## src/rtl/sb_cfg_pkg.sv

```systemverilog
// sb_cfg_pkg
// Shared constants, types and the selector legality rule for the switch-box
// configuration loader.
//   - geometry of the 6x6 switch box (wires per side, selector width)
//   - side codes carried in selector bits [2:0]
//   - frame layout: entry bases, bus width, sync byte
//   - loader state enum and error codes
//   - selector_legal(): legality of one selector for a given entry slot
package sb_cfg_pkg;

  localparam int N_TB  = 5;
  localparam int N_LR  = 4;
  localparam int SEL_W = 6;
  localparam int N_ENT = 2 * N_TB + 2 * N_LR;
  localparam int BUS_W = SEL_W * N_ENT;

  localparam logic [7:0] SYNC = 8'hA5;

  // Entry k occupies cfg_bus[6k+5:6k]
  localparam int TOP_BASE   = 0;
  localparam int BOT_BASE   = 5;
  localparam int LEFT_BASE  = 10;
  localparam int RIGHT_BASE = 14;

  localparam logic [2:0] SIDE_OFF   = 3'd0;
  localparam logic [2:0] SIDE_TOP   = 3'd1;
  localparam logic [2:0] SIDE_RIGHT = 3'd2;
  localparam logic [2:0] SIDE_BOT   = 3'd3;
  localparam logic [2:0] SIDE_LEFT  = 3'd4;

  localparam logic [1:0] ERR_NONE    = 2'd0;
  localparam logic [1:0] ERR_CSUM    = 2'd1;
  localparam logic [1:0] ERR_ILLEGAL = 2'd2;
  localparam logic [1:0] ERR_ABORT   = 2'd3;

  typedef enum logic [1:0] {
    ST_HUNT,
    ST_LOAD,
    ST_CHK,
    ST_COMMIT
  } state_t;

  // sel = {source index[2:0], source side[2:0]}. Illegal when the side code is
  // undefined, the index is beyond that side's wire count, or the selector
  // names the very wire that this entry drives.
  function automatic logic selector_legal(input logic [4:0] entry_idx,
                                          input logic [SEL_W-1:0] sel);
    logic [2:0] side;
    logic [2:0] idx;
    logic [2:0] own_side;
    logic [2:0] own_idx;
    logic       legal;

    side = sel[2:0];
    idx  = sel[5:3];

    if (int'(entry_idx) < BOT_BASE) begin
      own_side = SIDE_TOP;
      own_idx  = 3'(int'(entry_idx) - TOP_BASE);
    end else if (int'(entry_idx) < LEFT_BASE) begin
      own_side = SIDE_BOT;
      own_idx  = 3'(int'(entry_idx) - BOT_BASE);
    end else if (int'(entry_idx) < RIGHT_BASE) begin
      own_side = SIDE_LEFT;
      own_idx  = 3'(int'(entry_idx) - LEFT_BASE);
    end else begin
      own_side = SIDE_RIGHT;
      own_idx  = 3'(int'(entry_idx) - RIGHT_BASE);
    end

    case (side)
      SIDE_OFF:             legal = 1'b1;
      SIDE_TOP, SIDE_BOT:   legal = (int'(idx) < N_TB);
      SIDE_RIGHT, SIDE_LEFT: legal = (int'(idx) < N_LR);
      default:              legal = 1'b0;
    endcase

    if (side != SIDE_OFF && side == own_side && idx == own_idx) legal = 1'b0;

    return legal;
  endfunction

endpackage

```

## src/rtl/sb_cfg_loader_if.sv

```systemverilog
// sb_cfg_loader_if
// Serial configuration stream between the chip-level bitstream shifter
// (master) and the switch-box loader (slave).
//   cfg_din    master->slave  serial config bit
//   cfg_valid  master->slave  cfg_din valid this cycle
//   cfg_abort  master->slave  abort an in-progress load
//   cfg_ready  slave->master  loader accepts a bit this cycle
interface sb_cfg_loader_if;

  logic cfg_din;
  logic cfg_valid;
  logic cfg_ready;
  logic cfg_abort;

  modport master (
    output cfg_din,
    output cfg_valid,
    output cfg_abort,
    input  cfg_ready
  );

  modport slave (
    input  cfg_din,
    input  cfg_valid,
    input  cfg_abort,
    output cfg_ready
  );

endinterface

```

## src/rtl/sb_sel_check.sv

```systemverilog
// sb_sel_check
// Combinational legality of one completed selector entry.
//   entry_idx  in   slot number 0..17 of the entry being completed
//   sel        in   the completed 6-bit selector
//   legal      out  1 when the selector may be committed in that slot
module sb_sel_check
  import sb_cfg_pkg::*;
(
  input  logic [4:0]       entry_idx,
  input  logic [SEL_W-1:0] sel,
  output logic             legal
);

  assign legal = selector_legal(entry_idx, sel);

endmodule

```

## src/rtl/sb_cfg_loader.sv

```systemverilog
// sb_cfg_loader
// Serial configuration loader for one 6x6 switch box. Hunts for the sync
// byte, shifts 18 selectors plus a 6-bit XOR checksum into a shadow register,
// and commits the whole set atomically when every entry is legal and the
// checksum matches.
//   clk         in   rising-edge clock
//   rst_n       in   asynchronous active-low reset
//   cfg_if      slave modport: cfg_din/cfg_valid/cfg_abort in, cfg_ready out
//   cfg_bus     out  committed selectors, entry k at [6k+5:6k]
//   cfg_done    out  one-cycle pulse on a successful commit
//   cfg_loaded  out  sticky, set by the first successful commit
//   cfg_err     out  one-cycle pulse on a rejected or aborted frame
//   err_code    out  0 none, 1 checksum, 2 illegal selector, 3 aborted
//
// state     | meaning
// ----------+---------------------------------------------------------
// ST_HUNT   | shift incoming bits, look for the sync byte
// ST_LOAD   | capture 108 selector bits, check each entry as it completes
// ST_CHK    | capture the 6 checksum bits
// ST_COMMIT | one cycle, not ready; commit or reject the frame
module sb_cfg_loader
  import sb_cfg_pkg::*;
(
  input  logic             clk,
  input  logic             rst_n,
  sb_cfg_loader_if.slave   cfg_if,
  output logic [BUS_W-1:0] cfg_bus,
  output logic             cfg_done,
  output logic             cfg_loaded,
  output logic             cfg_err,
  output logic [1:0]       err_code
);

  state_t           state;
  logic [7:0]       sync_sr;
  logic [6:0]       bit_cnt;   // bits left in LOAD, terminal count at 0
  logic [2:0]       ent_bit;   // bits left in the current entry / checksum
  logic [4:0]       ent_idx;
  logic [SEL_W-1:0] ent_acc;
  logic [BUS_W-1:0] shadow;
  logic [SEL_W-1:0] xor_acc;
  logic [SEL_W-1:0] csum_rx;
  logic             illegal;
  logic             ready_q;

  logic             xfer;
  logic [7:0]       sync_next;
  logic [SEL_W-1:0] ent_next;
  logic             ent_legal;

  assign cfg_if.cfg_ready = ready_q;

  assign xfer      = cfg_if.cfg_valid & ready_q;
  assign sync_next = {sync_sr[6:0], cfg_if.cfg_din};
  assign ent_next  = {ent_acc[SEL_W-2:0], cfg_if.cfg_din};

  // Checks the entry that completes with this bit, so legality is known
  // without a wide compare at commit time.
  sb_sel_check u_sel_check (
    .entry_idx (ent_idx),
    .sel       (ent_next),
    .legal     (ent_legal)
  );

  always_ff @(posedge clk or negedge rst_n) begin
    if (!rst_n) begin
      state      <= ST_HUNT;
      sync_sr    <= 8'd0;
      bit_cnt    <= 7'd0;
      ent_bit    <= 3'd0;
      ent_idx    <= 5'd0;
      ent_acc    <= '0;
      shadow     <= '0;
      xor_acc    <= '0;
      csum_rx    <= '0;
      illegal    <= 1'b0;
      ready_q    <= 1'b1;
      cfg_bus    <= '0;
      cfg_done   <= 1'b0;
      cfg_loaded <= 1'b0;
      cfg_err    <= 1'b0;
      err_code   <= ERR_NONE;
    end else begin
      cfg_done <= 1'b0;
      cfg_err  <= 1'b0;

      if ((state == ST_LOAD || state == ST_CHK) && cfg_if.cfg_abort) begin
        state    <= ST_HUNT;
        shadow   <= '0;
        sync_sr  <= 8'd0;
        cfg_err  <= 1'b1;
        err_code <= ERR_ABORT;
      end else begin
        case (state)
          ST_HUNT: begin
            if (xfer) begin
              if (sync_next == SYNC) begin
                state   <= ST_LOAD;
                sync_sr <= 8'd0;
                bit_cnt <= 7'(BUS_W - 1);
                ent_bit <= 3'(SEL_W - 1);
                ent_idx <= 5'd0;
                xor_acc <= '0;
                illegal <= 1'b0;
              end else begin
                sync_sr <= sync_next;
              end
            end
          end

          ST_LOAD: begin
            if (xfer) begin
              ent_acc <= ent_next;
              if (ent_bit == 3'd0) begin
                // First entry ends up in the low slice after 17 more shifts.
                shadow  <= {ent_next, shadow[BUS_W-1:SEL_W]};
                xor_acc <= xor_acc ^ ent_next;
                if (!ent_legal) illegal <= 1'b1;
                ent_idx <= ent_idx + 5'd1;
                ent_bit <= 3'(SEL_W - 1);
              end else begin
                ent_bit <= ent_bit - 3'd1;
              end
              if (bit_cnt == 7'd0) begin
                state <= ST_CHK;
              end else begin
                bit_cnt <= bit_cnt - 7'd1;
              end
            end
          end

          ST_CHK: begin
            if (xfer) begin
              csum_rx <= {csum_rx[SEL_W-2:0], cfg_if.cfg_din};
              if (ent_bit == 3'd0) begin
                state   <= ST_COMMIT;
                ready_q <= 1'b0;
              end else begin
                ent_bit <= ent_bit - 3'd1;
              end
            end
          end

          ST_COMMIT: begin
            state   <= ST_HUNT;
            ready_q <= 1'b1;
            if (csum_rx != xor_acc) begin
              cfg_err  <= 1'b1;
              err_code <= ERR_CSUM;
            end else if (illegal) begin
              cfg_err  <= 1'b1;
              err_code <= ERR_ILLEGAL;
            end else begin
              cfg_bus    <= shadow;
              cfg_done   <= 1'b1;
              cfg_loaded <= 1'b1;
              err_code   <= ERR_NONE;
            end
          end

          default: begin
            state   <= ST_HUNT;
            ready_q <= 1'b1;
          end
        endcase
      end
    end
  end

endmodule
```

## src/flat_wrapper.sv

```systemverilog
// flat-port wrapper written by rule: the top's interface ports become plain ports
module sb_cfg_loader_flat import sb_cfg_pkg::*;
  (clk, rst_n, cfg_bus, cfg_done, cfg_loaded, cfg_err, err_code, cfg_if_cfg_din, cfg_if_cfg_valid, cfg_if_cfg_abort, cfg_if_cfg_ready);
  sb_cfg_loader_if cfg_if_i ();
  input  logic clk;
  input  logic rst_n;
  output logic [BUS_W-1:0] cfg_bus;
  output logic cfg_done;
  output logic cfg_loaded;
  output logic cfg_err;
  output logic [1:0] err_code;
  input wire logic [$bits(cfg_if_i.cfg_din)-1:0] cfg_if_cfg_din;
  input wire logic [$bits(cfg_if_i.cfg_valid)-1:0] cfg_if_cfg_valid;
  input wire logic [$bits(cfg_if_i.cfg_abort)-1:0] cfg_if_cfg_abort;
  output wire logic [$bits(cfg_if_i.cfg_ready)-1:0] cfg_if_cfg_ready;
  assign cfg_if_i.cfg_din = cfg_if_cfg_din;
  assign cfg_if_i.cfg_valid = cfg_if_cfg_valid;
  assign cfg_if_i.cfg_abort = cfg_if_cfg_abort;
  assign cfg_if_cfg_ready = cfg_if_i.cfg_ready;
  sb_cfg_loader u_core (.clk(clk), .rst_n(rst_n), .cfg_if(cfg_if_i), .cfg_bus(cfg_bus), .cfg_done(cfg_done), .cfg_loaded(cfg_loaded), .cfg_err(cfg_err), .err_code(err_code));
endmodule
```

## config.mk

```make
export PLATFORM = sky130hd
export DESIGN_NAME = sb_cfg_loader_flat
export DESIGN_NICKNAME = d
export VERILOG_FILES = /design/src/rtl/sb_cfg_pkg.sv /design/src/rtl/sb_cfg_loader_if.sv /design/src/rtl/sb_sel_check.sv /design/src/rtl/sb_cfg_loader.sv /design/src/flat_wrapper.sv
export SDC_FILE = /design/constraint.sdc
export NUM_CORES = 1
export LEC_CHECK = 0
export ABC_CLOCK_PERIOD_IN_PS = 2900
export CELL_PAD_IN_SITES_DETAIL_PLACEMENT = 1
export CELL_PAD_IN_SITES_GLOBAL_PLACEMENT = 2
export CORE_UTILIZATION = 39
export CTS_BUF_LIST = sky130_fd_sc_hd__clkbuf_4
export DETAILED_ROUTE_END_ITERATION = 6
export PLACE_DENSITY_LB_ADDON = 0.1
export SLEW_MARGIN = 20
export SYNTH_ARGS = -nofsm -noshare
export SYNTH_HDL_FRONTEND = slang
export SYNTH_SLANG_ARGS = --single-unit
```

## constraint.sdc

```tcl
create_clock -name clk -period 2.9 [get_ports clk]
set_clock_uncertainty 0.2 [all_clocks]
set_input_delay 0.725 -clock clk [delete_from_list [all_inputs] [get_ports clk]]
set_output_delay 0.725 -clock clk [all_outputs]
set_load 0.03 [all_outputs]
```

### Word-level counts from Yosys, hierarchy flattened

Cells that the tools add are included.

* register bits: 264
* logic and storage cells: 155
* output and inout port bits: 114

* bitwise gates (word level): 5
* reduce and logical (&&, ||, !) cells: 30
* add/sub/neg operators: 6
* mux-type cells: 67
* $lt $le $gt $ge: 5
* equality and inequality tests: 26

Operators with widths (count)
* $mux 108: 4
* $mux 7: 8
* $mux 3: 12
* $mux 6: 4
* $mux 2: 11
* $mux 5: 4
* $reduce_and 6->1: 3
* $mux 1: 16
* $pmux 7 s2: 1
* $reduce_and 7->1: 2
* $reduce_bool 2->1: 7
* $pmux 6 s2: 1
* $lt 5x4->1 const B: 2
* $ne 2x2->1 const B: 5
* $pmux 5 s2: 1
* $pmux 3 s3: 1
* $reduce_and 3->1: 3
* $eq 8x8->1 const B: 1
* $ne 2x1->1 const B: 4
* $pmux 2 s4: 1
* $reduce_and 4->1: 2
* $logic_not 7->1: 1
* $sub 7x1->7 const B: 1
* $eq 3x2->1 const B: 2
* other kinds (27): 42

### Longest topological paths before layout

Gate-level depths: netlist of run 1.

* word-level depth: 12
* depth in mapped cells: 10
* mapped depth without buffers: 7

### Hierarchy

From an unflattened synthesis of run 1, not the netlist that was laid out.

* cells, all modules: 1015
* area total of the unflattened synthesis: 11589.9 um^2

By module, submodules not included
* sb_cfg_loader: instances 1, area each 11219.5 um^2, cells an instance 960
* sb_sel_check: instances 1, area each 370.4 um^2, cells an instance 55

### Worst setup path after synthesis of run 1

No wires, ideal clock.

* path type: reg2reg
* from: reg u_core.state[1]
* to: reg u_core.shadow[75]
* required time: 2.622 ns
* data arrival time: 2.151 ns
* stages on the path, launching flop included: 10
* library setup time: 0.078 ns
* path slack: 0.471 ns
* cell sequence: dfrtp_1 inv_1 ha_1 buf_2 clkinv_1 nor3_1 clkbuf_1 buf_2 nand2_1 a21oi_1

* cells in the longest elaborated chain, start to end: 5
* elaborated cells between the ends (all ways): 9
* classes of those cells: eq/ne: 2; mux: 1; reduce/logical: 6

Ends and longest elaborated chain
* from (decl): line sb_cfg_loader.sv:34 `state_t state;`
* from (signal assigned): line sb_cfg_loader.sv:67 `state <= ST_HUNT;`
* from (signal assigned): line sb_cfg_loader.sv:88 `state <= ST_HUNT;`
* from (signal assigned): line sb_cfg_loader.sv:98 `state <= ST_LOAD;`
* $eq 2x1->1 or $eq 2x2->1 (tied branches): line sb_cfg_loader.sv:87, sb_cfg_loader.sv:94
* $logic_or 1x1->1: line sb_cfg_loader.sv:87 `if ((state == ST_LOAD || state == ST_CHK) && cfg_if.cfg_abort) begin`
* $logic_and 1x1->1: line sb_cfg_loader.sv:87
* $reduce_bool 2->1 (no line)
* $reduce_and 3->1 (no line)
* to (signal assigned): line sb_cfg_loader.sv:116 `shadow <= {ent_next, shadow[BUS_W-1:SEL_W]};`
* to (decl): line sb_cfg_loader.sv:40 `logic [BUS_W-1:0] shadow;`

Several ways; a longest one is shown, not always the timed one.
A chain may end at the register's enable or synchronous reset.

### Final worst setup path of run 1

* from: reg u_core.cfg_bus[101]
* to: out cfg_bus[101]

RTL lines
* from (decl): line sb_cfg_loader.sv:27 `output logic [BUS_W-1:0] cfg_bus,`
* from (signal assigned): line sb_cfg_loader.sv:154 `cfg_bus <= shadow;`
* to (decl): line flat_wrapper.sv:7 `output logic [BUS_W-1:0] cfg_bus;`

No word-level cell between the ends.

==> results of run 1 <==
==> stage by stage <==
step	instance area [sq um]	utilization [%]	cells	hold WS [ns]
after floorplan	11100	-	1010	0.229
after global placement	12900	46.3	1471	0.250
after detailed placement	12900	46.3	1471	0.257
after CTS	13900	49.8	1596	0.273
after global routing	13900	49.8	1597	0.318
final	13900	49.8	1597	0.270
==> power groups by stage <==
stage / combinational [uW] / sequential (uW) / clock [uW]
after global routing: 122 / 3680 / 3910
final: 103 / 3680 / 3570
after detailed placement: 108 / 3750 / 0
after global placement: 109 / 3750 / 0
after CTS: 110 / 3680 / 3710
after floorplan: 6.06 / 3750 / 0
==> repair_timing <==
| item | CTS | global route |
|---|---|---|
| setup endpoints to repair | 0 | 1 |
| resized for setup | 0 | 1 |
| hold buffers | 1 | 0 |
| endpoints found under the hold margin | 48 | 0 |
==> cell type report <==
cell class	instances	area, sq um	share of cell area (%)
Sequential cell	264	6610	47.5
Multi-Input combinational cell	663	4190	30.1
Timing Repair Buffer	151	1610	11.6
Clock buffer	111	833	5.99
Tap cell	378	473	3.40
Clock inverter	13	139	0.998
Inverter	16	60.1	0.431
Antenna cell	1	2.50	0.0180
==> cell usage after synthesis, types with 3 or more instances <==
master    number
dfrtp_1      263
nand2_1      240
a21oi_1      126
mux2_2       112
clkbuf_1      51
nor2_1        28
o21ai_0       21
inv_1         15
buf_2         12
ha_1          11
mux2_4         9
a22o_1         8
nand3_1        8
nor3_1         7
mux2i_1        6
nor4_1         6
o41ai_1        6
xor2_1         6
a22oi_1        4
a31oi_1        4
and2_1         4
o22ai_1        4
a211oi_1       3
buf_6          3
nand2b_1       3
nand3b_1       3
nor2b_1        3
==> state kept, by name, indices dropped and copies added, names as in the netlist, 3 cells and up <==
signal / cells
u_core.ent_acc: 5
u_core.shadow: 108
u_core.csum_rx: 6
u_core.sync_sr: 7
u_core.ent_bit: 3
u_core.ent_idx: 5
u_core.cfg_bus: 108
u_core.xor_acc: 6
u_core.bit_cnt: 7
==> final timing paths <==
kind / endpoint / start / cells after the start / slack, ns
max: cfg_bus[101] / u_core.cfg_bus[101]$_DFFE_PN0P_ / 1 / 0.22
min: u_core.cfg_loaded$_DFFE_PN0P_ / u_core.cfg_loaded$_DFFE_PN0P_ / 1 / 0.27
max reg2reg: u_core.cfg_bus[58]$_DFFE_PN0P_ / u_core.xor_acc[3]$_DFFE_PN0P_ / 6 / 0.31
min reg2reg: u_core.cfg_loaded$_DFFE_PN0P_ / u_core.cfg_loaded$_DFFE_PN0P_ / 1 / 0.27
max in group asynchronous: u_core.cfg_bus[47]$_DFFE_PN0P_ / rst_n / 3 / 1.37
min in group asynchronous: u_core.shadow[86]$_DFFE_PN0P_ / rst_n / 2 / 0.42
==> routing by layer <==
layer  GRT usage [%]  share of wire [%]  wire length, um
met1            26.6                 46            12800
met2            31.1                 47            12900
met3            4.56                4.8             1330
met4            7.45                2.1              581
met5               0                  0                0
==> cell families (layout without fill, tap and decap cells) <==
group                      after synthesis  after routing  synth area share, %
AOI/OAI and AO/OA                      202            202                 10.7
xor gates and xnor gates                 8              8                0.630
adders and majority gates               11             11                 1.24
buffers and inverters                   83            291                 3.14
DFF                                    264            264                 59.4
muxes                                  127            127                 13.1
other                                    0              1                    0
and+or+nand+nor                        315            315                 11.8
==> results.yml, run 1 <==
synthesis:
  ys_warn_count: 0
  async_flop_share_pct: 100
  syn_nets: 1026
  synth_flop_cell: "dfrtp_1"
  synth_area_sq_um: 11100
  netlist.area_leader.share_pct: 59.2
  synthCells: 1010
  synthDistinctLibCells: 60
  synth-seq-area-share_pct: 59.4
  avgSynthCellArea_sq_um: 11.0
  ys_ff_latch: 264
  synth_edf_count: 0
  synthTopCellsByArea: "dfrtp_1 59%, mux2_2 11%, nand2_1 8.1%, a21oi_1 5.7%, clkbuf_1 1.7%"
  yosys.area.top_type: "dfrtp_1"
drt:
  drtAntennaViolNets: 0
  viasPerCell: 5.12
  dr.first_iter.drc_count: 432
  vias: 8171
  drc: 0
  detail_route.wl_per_cell_um: 17.3
  first_pass_iters: 4
  finalWirelength_um: 27600
die:
  die_w_um: 171
  ios: 119
  core.rowCount: 61
  die_y_um: 171
  start_util_pct: 39.8
  core_sq_um: 27900
  die_area_sq_um: 29200
timing:
  setup_violations: 0
  tightestPinTransition_ns: 0.564
  fin_ws_ns: 0.218
  post-route-period-util_pct: 92.5
  rsz0062_at_grt: "false"
  finalSetupTns_ns: 0
  period_minus_slack_ns: 2.68
  slew_viol_final: 0
  max_freq_ghz: 0.373
  relSlewSlack_pct: 62.4
  hold_viol_final: 0
cells_and_area:
  fill_cells: 3067
  layout_common_cells: "263 x dfrtp_1, 240 x nand2_1, 126 x a21oi_1, 116 x clkdlybuf4s50_1, 112 x mux2_2"
  nets: 1186
  final_common_cell: "dfrtp_1"
  area_delta_synth_final_pct: 25.1
  drive_gt1_share_pct: 23.4
worst_setup_path:
  critPathCaptureType: "primary output"
  critPathBufInv: 1
  critPathMaxStageDelay_ns: 0.76
  crit_family: "buffers and inverters"
  worst_ep_required_time_ns: 1.98
  start_kind: "flop"
  cp_max_fo: 2
  path_class: "flop to primary output"
  worstPathArrival_ns: 1.76
  slowest_stage: "clkdlybuf4s50_1"
  path_cells: "clkdlybuf4s50_1"
pwr:
  power_frac_comb_pct: 1.4
  p_int_uw: 5710
  power_density_nw_per_um2: 528
  switchingPower_uw: 1640
  peakVddDrop_uv: 250
  power_uw: 7350
  seq_power_share_pct: 50.1
  clockPowerShare_pct: 48.5
  p_sw_share_pct: 22.3
  leakagePower_uw: 0.00653
cts:
  clockRootBuffer: "clkbuf_4"
  clock_path_buffers: 3
  cts_made_buffers: 74
  clkLatencyLatePin_ns: 0.67
  cts_sinks: 264
  tritoncts: "yes"
  cts_htree_levels: 3
  postCtsSetupRepairBufs: 0
  path_clk_slew_ns: 0.06
placement:
  dpl.hpwl_um: 17500
  pre_cts_ws_ns: 0.00815
  gp_congestion: 0.770
  port_buffers: 118
flow_run:
  max-cap-violations: 0
grt:
  grt-ovfl-total: 0
  grt_usage_pct: 19.8
  grt_pass1_vias: 8627
  grt_max_degree: 118
  antenna_found_initial: 1
  grt_pass1_wl_um: 45700
run_status:
  outcome: "finished clean"
min_path:
  min_path_type: "flop to flop"
Note: power is estimated with default switching activity, not from simulation.
==> run 2: changes to the inputs <==
--- a/config.mk
+++ b/config.mk
@@ -11,6 +11,7 @@
 export CORE_UTILIZATION = 39
 export CTS_BUF_LIST = sky130_fd_sc_hd__clkbuf_4
 export DETAILED_ROUTE_END_ITERATION = 6
+export GPL_ROUTABILITY_DRIVEN = 0
 export PLACE_DENSITY_LB_ADDON = 0.1
 export SLEW_MARGIN = 20
 export SYNTH_ARGS = -nofsm -noshare
==> results of run 2 <==
The final DEF is identical to that of run 1; final timing and power are the same.
==> run 3: changes to the inputs <==
--- a/config.mk
+++ b/config.mk
@@ -8,11 +8,12 @@
 export ABC_CLOCK_PERIOD_IN_PS = 2900
 export CELL_PAD_IN_SITES_DETAIL_PLACEMENT = 1
 export CELL_PAD_IN_SITES_GLOBAL_PLACEMENT = 2
+export CORE_ASPECT_RATIO = 2
 export CORE_UTILIZATION = 39
 export CTS_BUF_LIST = sky130_fd_sc_hd__clkbuf_4
 export DETAILED_ROUTE_END_ITERATION = 6
 export GPL_ROUTABILITY_DRIVEN = 0
-export PLACE_DENSITY_LB_ADDON = 0.1
+export PLACE_DENSITY_LB_ADDON = 0.25
 export SLEW_MARGIN = 20
 export SYNTH_ARGS = -nofsm -noshare
 export SYNTH_HDL_FRONTEND = slang
==> run 3 against run 2 <==
Net effect:
- global-route usage up 0.54 points
- power decreased by 8.1%
- final cell count fell by 1.8%
- critical endpoint unchanged
- via count hardly changed
- clock power decreased by 17%
- sequential share of layout area rose by 0.70 points
- routed wire length increased by 2.6%
- worst setup slack worse by 0.062 ns
- maximum frequency is 2.3% lower
- register-to-register slack got worse by 0.07 ns
- hold slack worse by 0.0043 ns
==> results.yml, run 3 (same netlist as run 1, synthesis figures left out) <==
run_status:
  outcome: "finished clean"
worst_setup_path:
  worst_ep_required_time_ns: 1.98
  rr_startpoint: "u_core.xor_acc[3]$_DFFE_PN0P_"
  worstPathArrival_ns: 1.82
  critPathMaxStageDelay_ns: 0.70
  slowest_stage: "clkdlybuf4s50_1"
  start_kind: "flop"
  path_class: "flop to primary output"
  crit_family: "buffers and inverters"
  cp_max_fo: 2
  path_cells: "clkdlybuf4s50_1"
  critPathCaptureType: "primary output"
  r2r.worst_path.cells: 6
  rrSetupSlack_ns: 0.24
  r2r_end: "u_core.cfg_bus[42]$_DFFE_PN0P_"
  critPathBufInv: 1
cells_and_area:
  largestRegisters: "u_core.cfg_bus: 108 flops, u_core.shadow: 108 flops"
  multi_input_area_sq_um: 4190
  final_common_cell: "dfrtp_1"
  area_delta_synth_final_pct: 23.3
  nets: 1179
  fill_cells: 3107
  final_util_pct: 48.9
  drive_gt1_share_pct: 22.4
  layout_common_cells: "263 x dfrtp_1, 240 x nand2_1, 126 x a21oi_1, 116 x clkdlybuf4s50_1, 112 x mux2_2"
  seq_area_sq_um: 6610
min_path:
  holdPathStages: 1
  hold_end: "u_core.cfg_loaded$_DFFE_PN0P_"
  hold_start: "u_core.cfg_loaded$_DFFE_PN0P_"
  min_path_type: "flop to flop"
die:
  die_y_um: 241
  die_w_um: 121
  start_util_pct: 39.6
  core.rowCount: 87
  die_area_sq_um: 29200
  ios: 119
  core_sq_um: 28100
timing:
  tightestPinTransition_ns: 0.563
  hold_viol_final: 0
  fin_ws_ns: 0.156
  relSlewSlack_pct: 62.5
  slew_viol_final: 0
  setup_violations: 0
  finalSetupTns_ns: 0
  period_minus_slack_ns: 2.74
  max_freq_ghz: 0.364
  post-route-period-util_pct: 94.6
  rsz0062_at_grt: "false"
pwr:
  power_density_nw_per_um2: 492
  peakVddDrop_uv: 239
  power_uw: 6750
  leakagePower_uw: 0.00643
placement:
  dpl.hpwl_um: 18900
  pre_cts_ws_ns: 0.00362
  port_buffers: 118
cts:
  postCtsSetupRepairBufs: 0
  cts_htree_levels: 2
  tritoncts: "yes"
  cts_made_buffers: 61
  path_clk_slew_ns: 0.07
  clockRootBuffer: "clkbuf_4"
  clock_path_buffers: 3
  cts_sinks: 264
  clkLatencyLatePin_ns: 0.71
drt:
  drc: 0
  dr.first_iter.drc_count: 459
  first_pass_iters: 4
  vias: 8176
  finalWirelength_um: 28300
  drtAntennaViolNets: 0
  viasPerCell: 5.21
  detail_route.wl_per_cell_um: 18.1
grt:
  grt-ovfl-total: 0
  grt_pass1_vias: 8634
  grt_pass1_wl_um: 46100
  grt_max_degree: 70
  grt_usage_pct: 20.3
  antenna_found_initial: 1
flow_run:
  max-cap-violations: 0
-- run 3: changes by cell type in the layout (fill, tap and decap cells not counted), sizes merged, moves of 3 or more --
| cell | before | now |
|---|---|---|
| buf | 33 | 39 |
| bufinv | 3 | 0 |
| clkinv | 9 | 15 |
| clkbuf | 111 | 96 |
-- run 3: layout make-up --
cell class,count,area share [%]
antenna,2,0.0365
inverter,16,0.438
tap,356,3.25
sequential,264,48.2
timing repair buffer,157,11.9
multi-input combinational,663,30.6
clock inverter,15,0.429
clock buffer,96,5.25
-- run 3: routing by layer --
metal / global-route usage, % / vias to the layer above / part of all wire [%]
li1: - / 3799 / -
met1: 23.0 / 4168 / 39
met2: 36.8 / 150 / 55
met3: 3.28 / 59 / 2.7
met4: 9.28 / 0 / 3.3
met5: 0 / - / 0
-- run 3: report_power, final --
group          leakage (uW)  total, uW  switching (uW)  internal, uW
sequential          0.00365       3680               0          3680
clock              0.000473       2970            1480          1500
combinational       0.00231        102            80.5          21.2
total               0.00643       6750            1560          5200
-- run 3: how the worst max path moves through the flow --
| stage | start | end | slack [ns] | cells past startpoint |
|---|---|---|---|---|
| global placement | cfg_if_cfg_din | u_core.xor_acc[5]$_DFFE_PN0P_ | 0.03 | 8 |
| detailed placement | cfg_if_cfg_din | u_core.xor_acc[5]$_DFFE_PN0P_ | 0.004 | 10 |
| finish | u_core.cfg_bus[101]$_DFFE_PN0P_ | cfg_bus[101] | 0.16 | 1 |
| global route | u_core.cfg_bus[101]$_DFFE_PN0P_ | cfg_bus[101] | 0.06 | 1 |
| floorplan | u_core.state[1]$_DFFE_PN0P_ | u_core.shadow[75]$_DFFE_PN0P_ | 0.47 | 9 |
| CTS | u_core.cfg_bus[101]$_DFFE_PN0P_ | cfg_bus[101] | 0.06 | 1 |
-- run 3: stage by stage --
| stage | area, sq um | std cells | hold slack (ns) |
|---|---|---|---|
| 6_report | 13700 | 1569 | 0.266 |
| 3_3_place_gp | 12900 | 1455 | 0.252 |
| 3_5_place_dp | 12900 | 1455 | 0.254 |
| 5_1_grt | 13700 | 1569 | 0.308 |
| 4_1_cts | 13700 | 1567 | 0.273 |
| 2_1_floorplan | 11100 | 1010 | 0.229 |
-- run 3: what timing repair did --
item | in CTS | in global routing
gates resized for setup | 1 | 0
endpoints found under the setup margin | 1 | 0
hold endpoints to repair | 52 | 0
hold buffers | 1 | 0
